<file path="src/rtl/os_drain_pkg.sv">
// os_drain_pkg: shared state encoding, element type and size helpers for the OS drain serializer
package os_drain_pkg;
  typedef enum logic [1:0] {IDLE, DRAIN, DONE} state_t;
  localparam int PSUM_BW = 16;
  typedef logic signed [PSUM_BW-1:0] psum_t;
  function automatic int num_elem(input int r, input int c);
    return r * c;
  endfunction
  function automatic int beats(input int r, input int c, input int l);
    return r * c / l;
  endfunction
  function automatic int idx_w(input int n);
    return n > 1 ? $clog2(n) : 1;
  endfunction
endpackage

</file>
<file path="src/rtl/os_drain_serializer_if.sv">
// os_drain_serializer_if: valid/ready beat stream carrying payload and beat index
interface os_drain_serializer_if #(parameter int dw = 16, parameter int iw = 6);
  logic [dw-1:0] out_data;
  logic out_valid;
  logic out_ready;
  logic [iw-1:0] out_idx;
  modport master(output out_data, out_valid, out_idx, input out_ready);
  modport slave(input out_data, out_valid, out_idx, output out_ready);
endinterface

</file>
<file path="src/rtl/os_drain_lane.sv">
// os_drain_lane: picks one lane's element for a beat and applies ReLU; OS_DRAIN_TRANSPOSE_EN selects column-major order
module os_drain_lane import os_drain_pkg::*; #(
  parameter int psum_bw = 16,
  parameter int col = 8,
  parameter int row = 8,
  parameter int lanes = 1,
  parameter int lane = 0,
  parameter int iw = 6
) (
  input  logic [psum_bw*col*row-1:0] src,
  input  logic [iw-1:0] idx,
  input  logic relu,
  output logic [psum_bw-1:0] y
);
  localparam int NE = num_elem(row, col);
  localparam int EW = idx_w(NE);
  logic [psum_bw-1:0] el [NE];
  logic [EW-1:0] e;
  for (genvar i = 0; i < NE; i++) begin : g_el
    assign el[i] = src[i*psum_bw +: psum_bw];
  end
  always_comb begin
`ifdef OS_DRAIN_TRANSPOSE_EN
    e = EW'(((int'(idx) * lanes + lane) % row) * col + (int'(idx) * lanes + lane) / row);
`else
    e = EW'(int'(idx) * lanes + lane);
`endif
    y = relu && el[e][psum_bw-1] ? '0 : el[e];
  end
endmodule

</file>
<file path="src/rtl/os_drain_serializer.sv">
// os_drain_serializer: snapshots an OS tile on start and streams it lanes-wide; OS_DRAIN_TRANSPOSE_EN gives column-major order
module os_drain_serializer import os_drain_pkg::*; #(
  parameter int psum_bw = 16,
  parameter int col = 8,
  parameter int row = 8,
  parameter int lanes = 1
) (
  input  logic clk,
  input  logic reset,
  input  logic start,
  input  logic relu,
  input  logic [psum_bw*col*row-1:0] os_out_array,
  output logic busy,
  output logic done,
  os_drain_serializer_if.master o
);
  localparam int NE = num_elem(row, col);
  localparam int BEATS = beats(row, col, lanes);
  localparam int IW = idx_w(BEATS);
  if (NE % lanes != 0) begin : g_chk
    $error("lanes must divide row*col");
  end
  state_t st, nx;
  logic [NE*psum_bw-1:0] snap, src;
  logic relu_q, rs, fire, last, load;
  logic [IW-1:0] nidx;
  logic [psum_bw*lanes-1:0] nd;
  assign o.out_valid = st == DRAIN;
  assign busy = st != IDLE;
  assign done = st == DONE;
  always_comb begin
    fire = o.out_valid & o.out_ready;
    last = o.out_idx == IW'(BEATS - 1);
    nx = st == IDLE ? (start ? DRAIN : IDLE) : st == DRAIN ? (fire && last ? DONE : DRAIN) : IDLE;
    load = (st == IDLE && start) || (fire && !last);
    nidx = st == IDLE ? '0 : o.out_idx + IW'(1);
    // at the capture edge the lanes look at the live array so beat 0 is registered with the snapshot
    src = st == IDLE ? os_out_array : snap;
    rs = st == IDLE ? relu : relu_q;
  end
  for (genvar k = 0; k < lanes; k++) begin : g_lane
    os_drain_lane #(.psum_bw(psum_bw), .col(col), .row(row), .lanes(lanes), .lane(k), .iw(IW)) u_lane (
      .src(src), .idx(nidx), .relu(rs), .y(nd[k*psum_bw +: psum_bw])
    );
  end
  always_ff @(posedge clk) begin
    if (reset) begin
      st <= IDLE;
      snap <= '0;
      relu_q <= 1'b0;
      o.out_data <= '0;
      o.out_idx <= '0;
    end else begin
      st <= nx;
      if (st == IDLE && start) begin
        snap <= os_out_array;
        relu_q <= relu;
      end
      if (load) begin
        o.out_data <= nd;
        o.out_idx <= nidx;
      end
    end
  end
endmodule

</file>
<file path="src/flat_wrapper.sv">
// flat-port wrapper written by rule: the top's interface ports become plain ports
module os_drain_serializer_flat import os_drain_pkg::*;
#(
  parameter int psum_bw = 16,
  parameter int col = 8,
  parameter int row = 8,
  parameter int lanes = 1
)
  (clk, reset, start, relu, os_out_array, busy, done, o_out_data, o_out_valid, o_out_idx, o_out_ready);
  os_drain_serializer_if #(.dw(16), .iw(6)) o_i ();
  input  logic clk;
  input  logic reset;
  input  logic start;
  input  logic relu;
  input  logic [psum_bw*col*row-1:0] os_out_array;
  output logic busy;
  output logic done;
  output wire logic [$bits(o_i.out_data)-1:0] o_out_data;
  output wire logic [$bits(o_i.out_valid)-1:0] o_out_valid;
  output wire logic [$bits(o_i.out_idx)-1:0] o_out_idx;
  input wire logic [$bits(o_i.out_ready)-1:0] o_out_ready;
  assign o_out_data = o_i.out_data;
  assign o_out_valid = o_i.out_valid;
  assign o_out_idx = o_i.out_idx;
  assign o_i.out_ready = o_out_ready;
  os_drain_serializer #(.psum_bw(psum_bw), .col(col), .row(row), .lanes(lanes)) u_core (.clk(clk), .reset(reset), .start(start), .relu(relu), .os_out_array(os_out_array), .busy(busy), .done(done), .o(o_i));
endmodule
</file>
<file path="config.mk">
export PLATFORM = sky130hd
export DESIGN_NAME = os_drain_serializer_flat
export DESIGN_NICKNAME = d
export VERILOG_FILES = /design/src/rtl/os_drain_pkg.sv /design/src/rtl/os_drain_serializer_if.sv /design/src/rtl/os_drain_lane.sv /design/src/rtl/os_drain_serializer.sv /design/src/flat_wrapper.sv
export SDC_FILE = /design/constraint.sdc
export NUM_CORES = 2
export LEC_CHECK = 0
export BUFFER_PORTS_ARGS = -buffer_cell sky130_fd_sc_hd__buf_2
export CAP_MARGIN = 20
export CELL_PAD_IN_SITES_DETAIL_PLACEMENT = 1
export CELL_PAD_IN_SITES_GLOBAL_PLACEMENT = 2
export CORE_ASPECT_RATIO = 0.5
export CORE_MARGIN = 5
export CORE_UTILIZATION = 31
export DETAILED_ROUTE_END_ITERATION = 8
export PLACE_DENSITY = 0.77
export SLEW_MARGIN = 10
export SYNTH_ARGS = -nofsm -noshare
export SYNTH_HDL_FRONTEND = slang
export SYNTH_SLANG_ARGS = --single-unit
</file>
<file path="constraint.sdc">
create_clock -name clk -period 2.8 [get_ports clk]
set_input_delay 0.7 -clock clk [delete_from_list [all_inputs] [get_ports clk]]
set_output_delay 0.7 -clock clk [all_outputs]
set_load 0.01 [all_outputs]
</file>
==> results.md <==
* Failing checks: setup timing
* Achievable frequency at 340 MHz
* Final Cycle Share at 1.05
* Clock slew at reported path FFs at approximately 0.070 ns
* Seq/Total Area, Yosys at 0.458
* Unrepaired setup endpoints after global routing: true
* Initial antenna violation count at 61
* Critical-path maximum fanout at 10
* Routed len/inst at ~27 um
* Post-synth EDFFs at 0
* Final Core Density at 0.401
* Synth top area share at 0.458
* Clock sink total at 1,049
* Buffers on Ports at 1,053
* CTS tree: built
* Leakage at 23.1 nW
* Via count at approximately 48,000
* Hold_buf cts at 0
* Slowest cell on crit path: dfxtp_4
* Routed Antenna Nets at 0
* Worst skew pair latency at 0.73 ns
* Top post-synthesis cells by area: dfxtp_1, nand2_1, a21oi_1
* Final min period at 2.94 ns
* Post-DP Area at around 0.055 sq mm
* FP Rows at 99
* Routed vias/inst at 5.41
* Die height at approximately 280 um
* GRT Residual Overflow at 0
* 1st-iter DRT viols at ~4,200
* Cell taking the most area after synthesis: dfxtp_1
* Crit. End Element: register
* Skew final at 0.0285 ns
* Crit-path cells: ha_4, buf_12, o21a_1, buf_4, mux4_2, a21oi_1, nand3_1, a21oi_1, buf_4, a311o_1, o41ai_4
* IO Pins at about 1,100
* Synth Flop Type: dfxtp_1
* Fin area at 0.0587 sq mm
* Post-synth top cells: nand2_1, a21oi_1, dfxtp_1
* Post-synth ARST share at 0
* Status: finished with violations
* Max cap viols at 0
* Most common cell in the synthesized netlist: nand2_1
* Die area at 0.156 sq mm
* Worst slack at placement at -0.420 ns
* Slew HR at 0.127
* Post-synthesis instance total at 5,813
* DRC at 0
* Die span in x at 554 um
* Syn_area_per_cell at 7.89 sq um
* Clock Tree Root: clkbuf_16
* Filler cells at 17,700
* CTS buffer count at 101
* Yosys reg bits at 1,049
* Worst vdd ir at between 0.4 and 0.5 mV
* Overall routing resource usage at 0.291
* WL met1 at 96,500 um
* Non-Filler Instances at between 8,000 and 9,000
* Final HPWL DP at 186,000 um
* CP arrival at 3.53 ns
* Fin. Hold Viols at 0
* Number of global-route vias before repair at 48,800
* Final wirelength at approximately 240,000 um
* DR WL met3 at 12,800 um
* Largest net degree at the start of global routing at between 150 and 200
* GP Congestion at 0.966
* Placed Instances at ~8,600
* Hold WC Path Type: input pin to register
* CP Data Required Time at 3.39 ns
* Synth cell types at 79
* Worst-margin pin slew at 1.31 ns
* Worst setup path class: register to register
* Setup TNS at -1.03 ns
* Yosys warnings at 0
* CTS max path bufs at 3
* Power per standard cell area at 623 mW/mm^2
* Share of layout cells above drive strength 1 at 0.259
* Syn nets at around 6,800
* First-pass GRT wire length at 336,000 um
* Crit start category: register
* # nets final at 7,793
* Highest routed layer: met5
* Met2 wire length at 120,000 um
* Layout area overhead at 28.0%
* CORE AREA at approximately 0.15 sq mm
* Pre-antenna DRT Iters at 6
* Synth Cell Area at 0.0459 sq mm
* # setup viols final at 12
* Critical path's largest stage delay at 0.38 ns
* Starting Density at 0.313
* Max Slew Vio Count at 0
* Htree depth at 3
* Slack of the critical path at -0.142 ns
[worst paths after layout]
path | from | end | slack (ns) | depth (start not counted)
worst min-delay path | os_out_array[25] | u_core.snap[25] | 0.20 | 3
worst max-delay path | u_core.o.out_idx[0] | u_core.o.out_data[13] | -0.14 | 11
worst min register to register | u_core.snap[74] | u_core.snap[74] | 0.45 | 2
worst max register to register | u_core.o.out_idx[0] | u_core.o.out_data[13] | -0.14 | 11
[metal layers]
layer / track usage / up-vias
li1: - / 21700
met1: 0.353 / 24200
met2: 0.513 / 1445
met3: 0.0489 / 432
met4: 0.124 / 26
met5: 0 / -
[stage by stage]
stage          hold WS (ns)  power [mW]
5_1_grt               0.177        37.8
2_1_floorplan         0.431        19.2
6_report              0.205        36.6
3_5_place_dp          0.445        22.0
4_1_cts               0.163        36.7
3_3_place_gp          0.438        21.9
[worst max-delay path: cells and delay by family, from the launching register on]
kind,cells,cell delay (ns)
compound gates,5,0.96
fa+ha+maj,1,0.31
buf+inv,3,0.57
flops,1,0.38
mux,1,0.36
simple gates,1,0.23
[cells in the final DEF (no fill, tap or decap), types with 17 or more instances in the layout]
cell / netlist / final
inv_1: 24 / 24
o22ai_1: 112 / 110
clkbuf_16: 0 / 103
or3_1: 17 / 17
o211ai_1: 24 / 24
a21oi_1: 1117 / 1117
o221ai_1: 20 / 20
clkbuf_1: 366 / 24
o21ai_0: 85 / 74
nand2_1: 2173 / 2171
mux4_2: 133 / 133
diode_2: 0 / 34
buf_2: 93 / 1052
buf_12: 0 / 66
nor2_1: 91 / 89
mux2_2: 18 / 17
buf_4: 27 / 222
dfxtp_1: 1049 / 1044
clkbuf_8: 0 / 23
nand3_1: 27 / 27
nor3_1: 32 / 29
o2111ai_1: 19 / 17
mux2i_1: 121 / 116
[cell type report]
cell class / instances / area, sq um / area share
Clock buffer: 150 / 2980 / 0.0508
Clock inverter: 37 / 475 / 0.00810
Antenna cell: 34 / 85.1 / 0.00145
Timing Repair Buffer: 1357 / 8560 / 0.146
Tap cell: 1969 / 2460 / 0.0420
Inverter: 26 / 129 / 0.00219
Multi-Input combinational cell: 4228 / 23000 / 0.392
Sequential cell: 1049 / 21000 / 0.358
[flip-flops by register name (all words and copies together), names as in the netlist]
name               flops
u_core.o.out_data     16
u_core.o.out_idx       6
u_core.relu_q          1
u_core.snap         1024
u_core.st              2
[power breakdown]
part / switching [mW] / internal, mW / leakage (nW) / total (mW)
Clock: 6.47 / 8.23 / 1.68 / 14.7
Combinational: 3.39 / 2.04 / 12.8 / 5.43
Sequential: 0.583 / 15.8 / 8.62 / 16.4
Total: 10.4 / 26.1 / 23.1 / 36.6
[logic make-up (layout without fill, tap and decap cells)]
kind of cell,Yosys count,after routing,share of synthesized area
buffers and inverters,536,1570,0.0501
AO/OA/AOI/OAI,1540,1540,0.189
adder cells (fa/ha/maj),1,1,0.000273
other,0,34,0
AND/OR/NAND/NOR,2410,2410,0.205
XOR/XNOR,5,5,0.00153
flip-flops,1049,1049,0.458
multiplexers,272,272,0.0961
[timing repair]
action | 4_1_cts | 5_1_grt
endpoints found under the setup margin | 16 | 52
buffers inserted | 8 | 4
resized for setup | 48 | 45
cloned | 2 | 0
pin swaps | 7 | 5
(Power assumes the default switching activity.)
